File: src/rtl/iteration_display.sv
// iteration_display
//   Converts an 8-bit iteration count to three BCD digits (double-dabble,
//   one bit per clock) and drives a 4-digit multiplexed 7-segment display
//   with leading-zero blanking.
//
// Ports
//   clock_signal  in   system clock, rising edge
//   reset_n       in   asynchronous active-low reset
//   counter[7:0]  in   iteration count to show
//   seg[6:0]      out  segments {g,f,e,d,c,b,a}, active-low, registered
//   an[3:0]       out  digit anodes, active-low, an[0] = units, registered
//   dp            out  decimal point, active-low, always off
//   busy          out  conversion in progress
//   conv_done     out  one-cycle pulse when new digits are latched
module iteration_display #(
    parameter int REFRESH_DIV = 100000
) (
    input  logic       clock_signal,
    input  logic       reset_n,
    input  logic [7:0] counter,
    output logic [6:0] seg,
    output logic [3:0] an,
    output logic       dp,
    output logic       busy,
    output logic       conv_done
);

    localparam int SCAN_W = (REFRESH_DIV > 2) ? $clog2(REFRESH_DIV) : 1;
    localparam logic [SCAN_W-1:0] SCAN_LAST = SCAN_W'(REFRESH_DIV - 1);
    localparam logic [6:0] SEG_BLANK = 7'h7F;

    typedef enum logic [1:0] {IDLE, SHIFT, LATCH} state_t;

    state_t            r_state, w_next;
    logic [19:0]       r_dd;        // {hundreds, tens, units, binary}
    logic [7:0]        r_cap;       // value being converted
    logic [7:0]        r_last;      // last value shown
    logic [2:0]        r_step;
    logic [3:0]        r_hund, r_tens, r_units;
    logic              r_conv;
    logic [SCAN_W-1:0] r_scan;
    logic [1:0]        r_digit;
    logic [6:0]        r_seg;
    logic [3:0]        r_an;
    logic [11:0]       w_adj;
    logic [6:0]        w_seg;
    logic [3:0]        w_an;

    function automatic logic [3:0] add3(input logic [3:0] nib);
        return (nib >= 4'd5) ? nib + 4'd3 : nib;
    endfunction

    function automatic logic [6:0] enc(input logic [3:0] d);
        case (d)
            4'd0:    enc = 7'h40;
            4'd1:    enc = 7'h79;
            4'd2:    enc = 7'h24;
            4'd3:    enc = 7'h30;
            4'd4:    enc = 7'h19;
            4'd5:    enc = 7'h12;
            4'd6:    enc = 7'h02;
            4'd7:    enc = 7'h78;
            4'd8:    enc = 7'h00;
            4'd9:    enc = 7'h10;
            default: enc = SEG_BLANK;
        endcase
    endfunction

    // ---------------- conversion FSM ----------------
    always_ff @(posedge clock_signal or negedge reset_n) begin
        if (!reset_n) r_state <= IDLE;
        else          r_state <= w_next;
    end

    always_comb begin
        w_next = r_state;
        case (r_state)
            IDLE:    if (counter != r_last) w_next = SHIFT;
            SHIFT:   if (r_step == 3'd7)    w_next = LATCH;
            LATCH:   w_next = IDLE;
            default: w_next = IDLE;
        endcase
    end

    // Add-3 correction is applied to the BCD part before each shift.
    assign w_adj = {add3(r_dd[19:16]), add3(r_dd[15:12]), add3(r_dd[11:8])};

    always_ff @(posedge clock_signal or negedge reset_n) begin
        if (!reset_n) begin
            r_dd    <= '0;
            r_cap   <= '0;
            r_last  <= '0;
            r_step  <= '0;
            r_hund  <= '0;
            r_tens  <= '0;
            r_units <= '0;
            r_conv  <= 1'b0;
        end else begin
            r_conv <= 1'b0;
            case (r_state)
                IDLE: if (counter != r_last) begin
                    r_dd   <= {12'd0, counter};
                    r_cap  <= counter;
                    r_step <= '0;
                end
                SHIFT: begin
                    r_dd   <= {w_adj, r_dd[7:0]} << 1;
                    r_step <= r_step + 3'd1;
                end
                LATCH: begin
                    r_hund  <= r_dd[19:16];
                    r_tens  <= r_dd[15:12];
                    r_units <= r_dd[11:8];
                    r_last  <= r_cap;
                    r_conv  <= 1'b1;
                end
                default: ;
            endcase
        end
    end

    assign busy      = (r_state != IDLE);
    assign conv_done = r_conv;

    // ---------------- display scan ----------------
    always_ff @(posedge clock_signal or negedge reset_n) begin
        if (!reset_n) begin
            r_scan  <= '0;
            r_digit <= '0;
        end else if (r_scan == SCAN_LAST) begin
            r_scan  <= '0;
            r_digit <= r_digit + 2'd1;
        end else begin
            r_scan  <= r_scan + 1'b1;
        end
    end

    always_comb begin
        w_an  = 4'b1111;
        w_seg = SEG_BLANK;
        case (r_digit)
            2'd0: begin
                w_an  = 4'b1110;
                w_seg = enc(r_units);
            end
            2'd1: if (r_hund != 4'd0 || r_tens != 4'd0) begin
                w_an  = 4'b1101;
                w_seg = enc(r_tens);
            end
            2'd2: if (r_hund != 4'd0) begin
                w_an  = 4'b1011;
                w_seg = enc(r_hund);
            end
            default: ;  // digit 3 is never lit
        endcase
    end

    always_ff @(posedge clock_signal or negedge reset_n) begin
        if (!reset_n) begin
            r_seg <= 7'h40;
            r_an  <= 4'b1110;
        end else begin
            r_seg <= w_seg;
            r_an  <= w_an;
        end
    end

    assign seg = r_seg;
    assign an  = r_an;
    assign dp  = 1'b1;

endmodule
File: config.mk
export PLATFORM = sky130hd
export DESIGN_NAME = iteration_display
export DESIGN_NICKNAME = d
export VERILOG_FILES = /design/src/rtl/iteration_display.sv
export SDC_FILE = /design/constraint.sdc
export NUM_CORES = 1
export LEC_CHECK = 0
export BUFFER_PORTS_ARGS = -buffer_cell sky130_fd_sc_hd__buf_2
export CORE_MARGIN = 4
export CORE_UTILIZATION = 30
export DETAILED_ROUTE_END_ITERATION = 12
export GPL_ROUTABILITY_DRIVEN = 0
export GPL_TIMING_DRIVEN = 0
export SLEW_MARGIN = 40
export SYNTH_ARGS = -nofsm -noshare
export SYNTH_HDL_FRONTEND = slang
export SYNTH_SLANG_ARGS = --single-unit
export TNS_END_PERCENT = 30
File: constraint.sdc
create_clock -name clock_signal -period 1.8 [get_ports clock_signal]
set_input_delay 0.45 -clock clock_signal [delete_from_list [all_inputs] [get_ports clock_signal]]
set_output_delay 0.45 -clock clock_signal [all_outputs]
set_load 0.03 [all_outputs]
==> summary.txt, run 1 <==
Setup path
  – Worst R2R End: seg[5]$_DFF_PN0_
  – CP max stage delay: 0.56 ns
  – Worst EP required: just over 2 ns
  – CP bufs+invs: 1
  – Worst-path cell chain: inv_1, ha_4, or4bb_4, a21oi_1, o21ai_0, nand4b_1
  – Worst setup path class: reg2reg
  – CP Capture Type: register
  – Slowest-stage cell, CP: or4bb_4
  – R2r setup slk: 0.03 ns
  – Cell family with most CP delay: simple AND/OR/NAND/NOR gates
  – Reg2Reg Depth: 6
  – Crit path launch: r_hund[1]$_DFFE_PN0P_
  – Worst flop-to-flop path startpoint: r_hund[1]$_DFFE_PN0P_
  – Worst Path Max Fanout: 8
  – Startpoint types: register
  – Worst EP arrival: roughly 2 ns

Global routing
  – Total gr overflow: 0
  – First-pass GRT wire length: approximately 15,000 um
  – Total track usage: around 11%
  – Initial antenna violation count: 0
  – Met3 GRT Util: 3.34%
  – GRT busiest layer: met2
  – Met1 global-route usage: between 10 and 15%
  – GRT met2 Usage: between 15 and 20%
  – Largest net degree at the start of global routing: 56
  – Vias in the first global route: around 3,100

Clock network
  – CTS tree: yes
  – Number of H-tree levels: 3
  – Clk sinks: 83
  – Root buffer cell: clkbuf_16
  – Clk pin slew, worst setup/hold paths: about 0.060 ns
  – CTS Buf Count: 9
  – Later-pin clock latency in the skew report: between 0.3 and 0.4 ns
  – Clk buf depth: 2

Cells and area
  – NumNets Final: approximately 490
  – Area delta synth->final: 18.0%
  – Layout cells sized above 1: 21.2%
  – Ant diodes: 0
  – Most common cell after layout, fill and taps aside: dfrtp_1
  – Commonest non-fill, non-tap cells in the layout: 79 x dfrtp_1, 36 x nand2_1, 28 x ha_1, 26 x mux2_2, 25 x o21ai_0

Timing
  – Final Hold Fails: 0
  – Worst Clk Skew: between 0.008 and 0.009 ns
  – Fmax: around 0.56 GHz
  – RSZ-0062 raised after global routing: yes
  – Setup Viol. Count Final: 0
  – Setup ws final: around 0.027 ns
  – Slew Viols, Final: 0
  – Final min period: around 1.8 ns
  – Tcrit/Tclk final: between 90% and 100%

Synthesis
  – Synth area leader: dfrtp_1
  – Share of flip-flops with an asynchronous set or reset: between 90% and 100%
  – Xor/xnor share of the synthesized area: 5.58%
  – Compound-Gate Fraction of Synth Area: 12.2%
  – EDFF count, synth: 0
  – Cells after Synth: ~400
  – Mux contribution to synthesized area: 7.35%
  – Seq/Total Area, Yosys: between 40% and 50%
  – Top-area cell type share of the netlist area: a little under half
  – Top FF cell, synth: dfrtp_1
  – #FFs+latches synth: just over 80
  – Distinct cells, synth: 55
  – Mean Syn Cell Area: roughly 11 sq um
  – Post-synthesis simple-gate area fraction: ~15%
  – Synth Area in Adders: 8.54%
  – Largest family of logic cells by synthesized area: simple AND/OR/NAND/NOR gates
  – Yosys warns: 0
  – Mapped cell area: between 4000 and 5000 sq um
  – Area contributors post-synth: dfrtp_1 46%, ha_1 8.5%, mux2_2 6.7%, xnor2_1 4.4%, nand2_1 3.1%

Pwr
  – PnR Total Power: a little under 8 mW
  – Switching Share: 36.3%
  – Gate power share: around 39%
  – Clock share of power: 23.7%
  – Share of power burned in registers: 37.0%
  – P_sw: approximately 2.9 mW
  – Pint: 5.03 mW
  – Worst vdd ir: ~0.62 mV
  – Leakage: approximately 2.2 nW
  – Power Dens Cells: 1530 nW/um^2

Placement
  – Pre-CTS setup slack: -0.228 ns
  – Final HPWL DP: 6100 um
  – Port Buffers: 21

Floorplanning
  – Die width: 129 um
  – FP Rows: 43
  – Initial core utilization: a little under a third
  – Die footprint: 16,600 sq um
  – Core region area: between 10,000 and 15,000 sq um
  – I/O Pins: 24
  – Die Y: 129 um

Routing
  – Via count: between 3,000 and 4,000
  – WL final: roughly 9000 um
  – Via/cell ratio: 5.03
  – Pre-antenna DRT Iters: 5
  – Initial DRC count: approximately 190
  – DRC viols: 0
  – DR WL/cell: about 14 um
  – Detail Route Antenna Nets: 0

Job
  – Max-cap violation count: 0

Hold path
  – Hold crit path type: in2reg
  – Hold Path Origin: counter[0]
  – Hold Crit Depth: 2
  – Hold Path Sink: r_cap[0]$_DFFE_PN0P_

Status
  – Status: completed
==> worst max path at each step <==
| stage | slack (ns) | end | cells past startpoint |
|---|---|---|---|
| global route | -0.06 | seg[0]$_DFF_PN0_ | 6 |
| floorplan | 0.11 | seg[4]$_DFF_PN0_ | 6 |
| global placement | -0.37 | seg[0]$_DFF_PN0_ | 1 |
| CTS | -0.03 | r_step[0]$_DFFE_PN0P_ | 4 |
| finish | 0.03 | seg[5]$_DFF_PN0_ | 6 |
| detailed placement | -0.23 | r_cap[7]$_DFFE_PN0P_ | 5 |
==> cell usage after synthesis, types with 3 or more instances <==
cell type  count
xor2_1         6
nor4b_1        5
nand3_1        8
nand4_1        9
ha_1          30
nand2_1       36
mux2_2        26
and2_1        10
a221o_1        7
dfstp_2        3
nor3_1         6
inv_1         22
o221ai_1       6
o21ai_0       25
a31oi_1        4
nor2_1        18
nand2b_1       8
dfrtp_1       80
o31ai_1        5
o22ai_1        5
nor2b_1        4
mux2i_1        3
xnor2_1       22
a21oi_1       13
clkbuf_1      11
==> power groups by stage <==
stage	Clock (mW)	Sequential [mW]	Combinational, mW
final	1.87	2.92	3.12
after global routing	2.00	3.02	3.49
after CTS	1.93	2.90	3.07
after detailed placement	0	2.94	2.98
after global placement	0	2.91	2.88
after floorplan	0	2.98	2.18
==> registers in the layout, indices dropped and copies added, names as in the netlist <==
signal / count
r_last: 8
r_units: 4
r_cap: 8
r_state: 2
r_tens: 4
r_dd: 20
r_step: 3
r_hund: 4
r_digit: 2
seg: 7
r_scan: 17
conv_done: 1
an: 3
==> repair_timing <==
| action | in CTS | in global routing |
|---|---|---|
| gates resized for setup | 4 | 14 |
| setup buffers | 3 | 2 |
| pin swaps | 0 | 4 |
| setup endpoints to repair | 14 | 32 |
| hold buffers | 1 | 0 |
| endpoints found under the hold margin | 28 | 0 |
==> kinds of logic after synthesis <==
logic type	count (synthesis)
flops	83
xor+xnor	28
mux	29
simple gates	121
buf+inv	40
other cells	1
compound gates	80
fa+ha+maj	30
==> metal layers <==
| metal | part of all wire (%) | up-vias | wire length (um) |
|---|---|---|---|
| li1 | - | 1540 | - |
| met3 | 4.8 | 19 | 421 |
| met1 | 48 | 1559 | 4240 |
| met2 | 45 | 87 | 3930 |
| met5 | 0 | - | 0 |
| met4 | 2.3 | 0 | 201 |
==> per-stage QoR <==
stage	instance area (sq um)	cells	setup TNS, ns	util [%]	hold WS [ns]
5_1_grt	5180	637	-0.184	36.8	0.386
4_1_cts	5120	635	-0.0641	36.3	0.375
3_5_place_dp	4760	615	-3.53	33.8	0.350
2_1_floorplan	4400	413	0	-	0.154
6_report	5180	637	0	36.8	0.388
3_3_place_gp	4730	614	-32.32	33.5	0.478
==> cell type report <==
class | instances | area, sq um
buffer | 18 | 92.6
timing repair buffer | 28 | 186
tap | 180 | 225
fill | 1374 | 8910
multi-input combinational | 290 | 2210
sequential | 83 | 2080
clock inverter | 4 | 48.8
clock buffer | 12 | 256
inverter | 22 | 82.6
(Power assumes the default switching activity.)
==> run 2: changes to the inputs <==
--- a/config.mk
+++ b/config.mk
@@ -13,2 +13,3 @@
 export GPL_TIMING_DRIVEN = 0
+export PLACE_DENSITY = 0.5
 export SLEW_MARGIN = 40
==> constraint.sdc (replaced) <==
create_clock -name clock_signal -period 1.8 [get_ports clock_signal]
set_input_delay 0.36 -clock clock_signal [delete_from_list [all_inputs] [get_ports clock_signal]]
set_output_delay 0.36 -clock clock_signal [all_outputs]
set_load 0.03 [all_outputs]
==> run 2 against run 1 <==
Net effect: critical path depth did not move; fmax rose by 2.0%; power up 1.9%; die area is the same; sequential cell count unchanged; largest power group unchanged; sequential power hardly changed; first-iteration DRC count up 8.1%; cell area grew 0.43%; highest routed layer unchanged; clock power grew 8%; sequential share of layout area shrank 0.17 points; routed wire length is 1.6% higher.
==> summary.txt, run 2 (synthesis gave the netlist of run 1 again) <==
Status
  – Status: completed

Routing
  – WL final: 8930 um (+1.6%)
  – Pre-antenna DRT Iters: 4 (-1)
  – Initial DRC count: 200 (+8.1%)
  – DR WL/cell: 14.0 um (+1.3%)
  – Detail Route Antenna Nets: 0 (unchanged)
  – DRC viols: 0 (unchanged)
  – Via count: 3,144 (-1.9%)
  – Via/cell ratio: 4.92 (-2.2%)

Floorplanning
  – Die footprint: 16,600 sq um (unchanged)
  – Die width: 129 um (unchanged)
  – I/O Pins: 24 (unchanged)
  – Die Y: 129 um (unchanged)
  – FP Rows: 43 (unchanged)
  – Core region area: 14,100 sq um (unchanged)
  – Initial core utilization: 31.2% (unchanged)

Timing
  – Final Hold Fails: 0 (unchanged)
  – Hold WS: 0.304 ns (-0.0833 ns)
  – Setup Viol. Count Final: 0 (unchanged)
  – Fmax: 0.576 GHz (+2.0%)
  – Final min period: 1.74 ns (-0.0355 ns)
  – Worst Clk Skew: 0.00505 ns (-0.00298 ns)
  – RSZ-0062 raised after global routing: yes
  – Tcrit/Tclk final: 96.5% (-2.0 points)
  – Slew Viols, Final: 0 (unchanged)

Setup path
  – Worst setup path class: reg2reg
  – Worst EP arrival: 1.94 ns (-0.09 ns)
  – CP Capture Type: register
  – Startpoint types: register
  – Worst EP required: 2.00 ns (-0.06 ns)
  – Worst Path Max Fanout: 8 (unchanged)

Hold path
  – Hold crit path type: in2reg

Pwr
  – Power Dens Cells: 1550 nW/um^2 (+1.4%)
  – Leakage: 2.23 nW (+0.46%)
  – Worst vdd ir: 0.814 mV (+30%)
  – PnR Total Power: 8.06 mW (+1.9%)

Clock network
  – CTS tree: yes
  – Root buffer cell: clkbuf_16
  – CTS Buf Count: 9 (unchanged)
  – Number of H-tree levels: 3 (unchanged)
  – Clk pin slew, worst setup/hold paths: 0.06 ns (about the same)
  – Clk sinks: 83 (unchanged)
  – Clk buf depth: 2 (unchanged)
  – Later-pin clock latency in the skew report: 0.33 ns (about the same)

Global routing
  – GRT met2 Usage: 18.3% (+1.2 points)
  – Total gr overflow: 0 (unchanged)
  – Met3 GRT Util: 3.79% (+0.45 points)
  – GRT busiest layer: met2
  – Total track usage: 11.5% (+0.36 points)
  – Vias in the first global route: 3,140 (unchanged)
  – Met1 global-route usage: 14.8% (-0.059 points)
  – Largest net degree at the start of global routing: 43 (-23%)
  – Initial antenna violation count: 0 (unchanged)
  – First-pass GRT wire length: 15,300 um (+2.1%)

Placement
  – Final HPWL DP: 6260 um (+2.5%)
  – Port Buffers: 21 (unchanged)

Cells and area
  – Commonest non-fill, non-tap cells in the layout: 79 x dfrtp_1, 36 x nand2_1, 27 x ha_1, 26 x mux2_2, 25 x o21ai_0
  – Largest reg by FF count: r_dd
  – Most common cell after layout, fill and taps aside: dfrtp_1
  – Area delta synth->final: 18.5%
  – Layout cells sized above 1: 21.4% (+0.13 points)
  – Ant diodes: 0 (unchanged)
  – NumNets Final: 494 (+0.41%)
  – Top Registers: r_dd (20), r_scan (17)
  – Max FFs per register: 20 (unchanged)

Job
  – Max-cap violation count: 0 (unchanged)
[run 2: cell count changes in the layout (fill, tap and decap cells not counted), moves of 2 or more]
cell,before,now
buf_4,7,9
ha_2,0,2
nor2_1,16,18
nor2_2,2,0
[run 2: power by group]
group	internal [mW]	leakage (nW)	switching (mW)
registers	2.48	1.05	0.421
clock network	1.29	0.159	0.731
logic	1.42	1.02	1.71
total	5.19	2.23	2.86
[run 2: what timing repair did]
action                                 in CTS  in global routing
setup endpoints to repair                  20                 32
endpoints found under the hold margin      38                  0
hold buffers                                1                  0
pin swaps                                   0                  2
gates resized for setup                     7                 10
setup buffers                               3                  4
[run 2: layout make-up]
type / count / area, sq um
clock inverter: 4 / 72.6
inverter: 22 / 82.6
clock buffer: 12 / 256
fill: 1416 / 8890
multi-input combinational: 290 / 2200
buffer: 18 / 92.6
sequential: 83 / 2080
tap: 180 / 225
timing repair buffer: 30 / 194
[run 2: path summary, 6_finish.rpt]
check	from	to	slack, ns	depth (start not counted)
setup / recovery	r_hund[0]$_DFFE_PN0P_	seg[4]$_DFF_PN0_	0.06	6
hold / removal	counter[0]	r_dd[0]$_DFFE_PN0P_	0.30	2
setup reg to reg	r_hund[0]$_DFFE_PN0P_	seg[4]$_DFF_PN0_	0.06	6
hold reg to reg	r_dd[0]$_DFFE_PN0P_	r_dd[0]$_DFFE_PN0P_	0.49	1
max in group asynchronous	reset_n	r_last[5]$_DFFE_PN0P_	0.73	3
min in group asynchronous	reset_n	conv_done$_DFF_PN0_	0.51	2
[run 2: through the flow]
stage	util, %	std cells	cell area [sq um]	setup TNS, ns	worst slack, ns
CTS	36.6	635	5150	-0.0783	-0.0221
detailed placement	33.7	615	4750	-2.60	-0.165
finish	36.9	639	5200	0	0.0627
global placement	33.5	614	4730	-31.36	-0.363
global route	36.9	639	5200	-0.0515	-0.0199
floorplan	-	413	4400	0	0.107
[run 2: worst max-delay path, stage by stage, from the launching register on]
cell and delay [ns]:
dfrtp_1 0.40, inv_2 0.08, ha_4 0.19, and4bb_2 0.25
or4_1 0.42, o2111ai_1 0.14, nand4b_1 0.12
[run 2: layer usage]
layer | wire, um | vias up
met5 | 0 | -
met4 | 148 | 0
met3 | 351 | 16
met2 | 4150 | 56
met1 | 4280 | 1528
li1 | - | 1544
==> run 3: changes to the inputs <==
- RECOVER_POWER: not set -> 50
- SKIP_CTS_REPAIR_TIMING: not set -> 1
- TNS_END_PERCENT: 30 -> not set
==> run 3 against run 2 <==
Net effect: global-route usage shrank 0.096 points; sequential cell count is the same; fmax shrank 2.9%; clock skew is essentially flat; clock power is essentially flat; combinational power grew 2%; final cell count grew 0.16%; largest cell class unchanged; critical path depth shrank 2; sequential share of layout area shrank 0.091 points; core utilization grew 0.11 points; highest routed layer unchanged; largest power group unchanged.
==> summary.txt, run 3 (synthesis gave the netlist of run 1 again) <==
Placement
  – Placed inst area: 4750 sq um (unchanged)
  – Final HPWL DP: 6260 um (unchanged)
  – Port Buffers: 21 (unchanged)

Setup path
  – Crit path launch: r_state[1]$_DFFE_PN0P_
  – Worst EP arrival: 2.01 ns (+0.07 ns)
  – Worst flop-to-flop path startpoint: r_state[1]$_DFFE_PN0P_
  – Reg2Reg Depth: 4 (-2)
  – CP Capture Point: r_last[5]$_DFFE_PN0P_
  – Worst EP required: 2.02 ns (+0.02 ns)
  – Startpoint types: register
  – Worst setup path class: reg2reg
  – CP Capture Type: register
  – Worst R2R End: r_last[5]$_DFFE_PN0P_
  – R2r setup slk: 0.01 ns (-0.05 ns)
  – Worst Path Max Fanout: 10 (+2)

Floorplanning
  – Die footprint: 16,600 sq um (unchanged)
  – Die width: 129 um (unchanged)
  – Initial core utilization: 31.2% (unchanged)
  – Core region area: 14,100 sq um (unchanged)
  – Die Y: 129 um (unchanged)
  – FP Rows: 43 (unchanged)
  – I/O Pins: 24 (unchanged)

Clock network
  – CTS tree: yes
  – Later-pin clock latency in the skew report: 0.34 ns (about the same)
  – Root buffer cell: clkbuf_16
  – Clk pin slew, worst setup/hold paths: 0.06 ns (about the same)
  – CTS Buf Count: 9 (unchanged)
  – Clk sinks: 83 (unchanged)
  – Clk buf depth: 2 (unchanged)
  – Number of H-tree levels: 3 (unchanged)

Cells and area
  – NumNets Final: 495 (+0.20%)
  – Largest reg by FF count: r_dd
  – Top Registers: r_dd (20), r_scan (17)
  – Max FFs per register: 20 (unchanged)
  – Post-layout util: 37.0% (+0.11 points)
  – Layout cells sized above 1: 22.0% (+0.61 points)
  – Cell area after layout: 5220 sq um (+0.29%)
  – Most common cell after layout, fill and taps aside: dfrtp_1
  – Filler instances: 1,414 (-0.14%)
  – Commonest non-fill, non-tap cells in the layout: 78 x dfrtp_1, 36 x nand2_1, 28 x ha_1, 26 x mux2_2, 25 x o21ai_0
  – Ant diodes: 0 (unchanged)
  – Area delta synth->final: 18.8%

Timing
  – RSZ-0062 raised after global routing: yes
  – Fmax: 0.559 GHz (-2.9%)
  – Final Hold Fails: 0 (unchanged)
  – Worst-margin pin slew: around 1.1 ns
  – Final min period: 1.79 ns (+0.0528 ns)
  – Tcrit/Tclk final: 99.4% (+2.9 points)
  – Setup Viol. Count Final: 0 (unchanged)
  – Slew Limit Headroom: around 28%
  – Worst Clk Skew: 0.00517 ns (+0.000116 ns)
  – Slew Viols, Final: 0 (unchanged)

Pwr
  – Leakage: 2.24 nW (+0.33%)
  – Power Dens Cells: 1550 nW/um^2 (+0.34%)
  – Worst vdd ir: 0.873 mV (+7.3%)

Hold path
  – Hold Path Origin: counter[0]
  – Hold crit path type: in2reg

Global routing
  – Initial antenna violation count: 0 (unchanged)
  – Total track usage: 11.4% (-0.096 points)
  – Total gr overflow: 0 (unchanged)
  – Met3 GRT Util: 3.79% (unchanged)
  – GRT met2 Usage: 17.9% (-0.40 points)
  – Largest net degree at the start of global routing: 43 (unchanged)
  – Met1 global-route usage: 14.8% (+0.026 points)
  – First-pass GRT wire length: 15,100 um (-1.3%)
  – Vias in the first global route: 3,101 (-1.2%)
  – GRT busiest layer: met2

Status
  – Status: completed

Routing
  – Detail Route Antenna Nets: 0 (unchanged)
  – Initial DRC count: 193 (-3.5%)
  – WL final: 8910 um (-0.22%)
  – Via count: 3,143 (-0.032%)
  – DR WL/cell: 13.9 um (-0.38%)
  – DRC viols: 0 (unchanged)
  – Pre-antenna DRT Iters: 4 (unchanged)
  – Via/cell ratio: 4.91 (-0.19%)

Job
  – Max-cap violation count: 0 (unchanged)
run 3: cell types whose count changed in the layout (fill, tap and decap cells not counted), sizes merged:
| cell | before | now |
|---|---|---|
| clkbuf | 23 | 24 |
run 3: metal layers:
layer,share of wire [%],up-vias,wire (um)
met5,0,-,0
met4,1.9,0,168
met3,4.2,17,378
met2,46,54,4070
met1,48,1530,4290
li1,-,1542,-
run 3: final cells by class:
type | count | area [sq um] | share of cell area, %
Clock buffer | 12 | 256 | 4.91
Inverter | 22 | 82.6 | 1.58
Sequential cell | 83 | 2080 | 39.9
Tap cell | 180 | 225 | 4.31
Multi-Input combinational cell | 290 | 2200 | 42.1
Clock inverter | 4 | 72.6 | 1.39
Buffer | 18 | 92.6 | 1.77
Timing Repair Buffer | 31 | 208 | 3.98
run 3: worst min-delay path by stage:
stage | end | slack, ns | cells past startpoint
after floorplan | an[0]$_DFF_PN0_ | 0.06 | 0
after global placement | r_dd[0]$_DFFE_PN0P_ | 0.48 | 1
after detailed placement | seg[0]$_DFF_PN0_ | 0.31 | 1
after CTS | conv_done$_DFF_PN0_ | -0.05 | 1
after global routing | r_dd[0]$_DFFE_PN0P_ | 0.30 | 2
final | r_dd[0]$_DFFE_PN0P_ | 0.30 | 2
run 3: stage by stage:
step	instances	setup WS, ns	power, mW	hold WS, ns	setup TNS, ns
3_3_place_gp	614	-0.363	5.84	0.478	-31.36
3_5_place_dp	615	-0.165	5.92	0.312	-2.60
6_report	640	0.00992	8.11	0.301	0
4_1_cts	631	-0.166	8.00	-0.0522	-1.15
5_1_grt	640	-0.0876	8.78	0.299	-1.05
2_1_floorplan	413	0.107	5.16	0.0644	0
run 3: worst max-delay path, stage by stage (launching register included):
cell	delay [ns]
dfrtp_1	0.38
inv_1	0.10
nor2_2	0.45
buf_2	0.37
mux2_2	0.37
run 3: report_power, final:
group	leakage, nW	internal (mW)	switching [mW]
sequential	1.04	2.48	0.417
clock	0.159	1.29	0.733
combinational	1.03	1.45	1.73
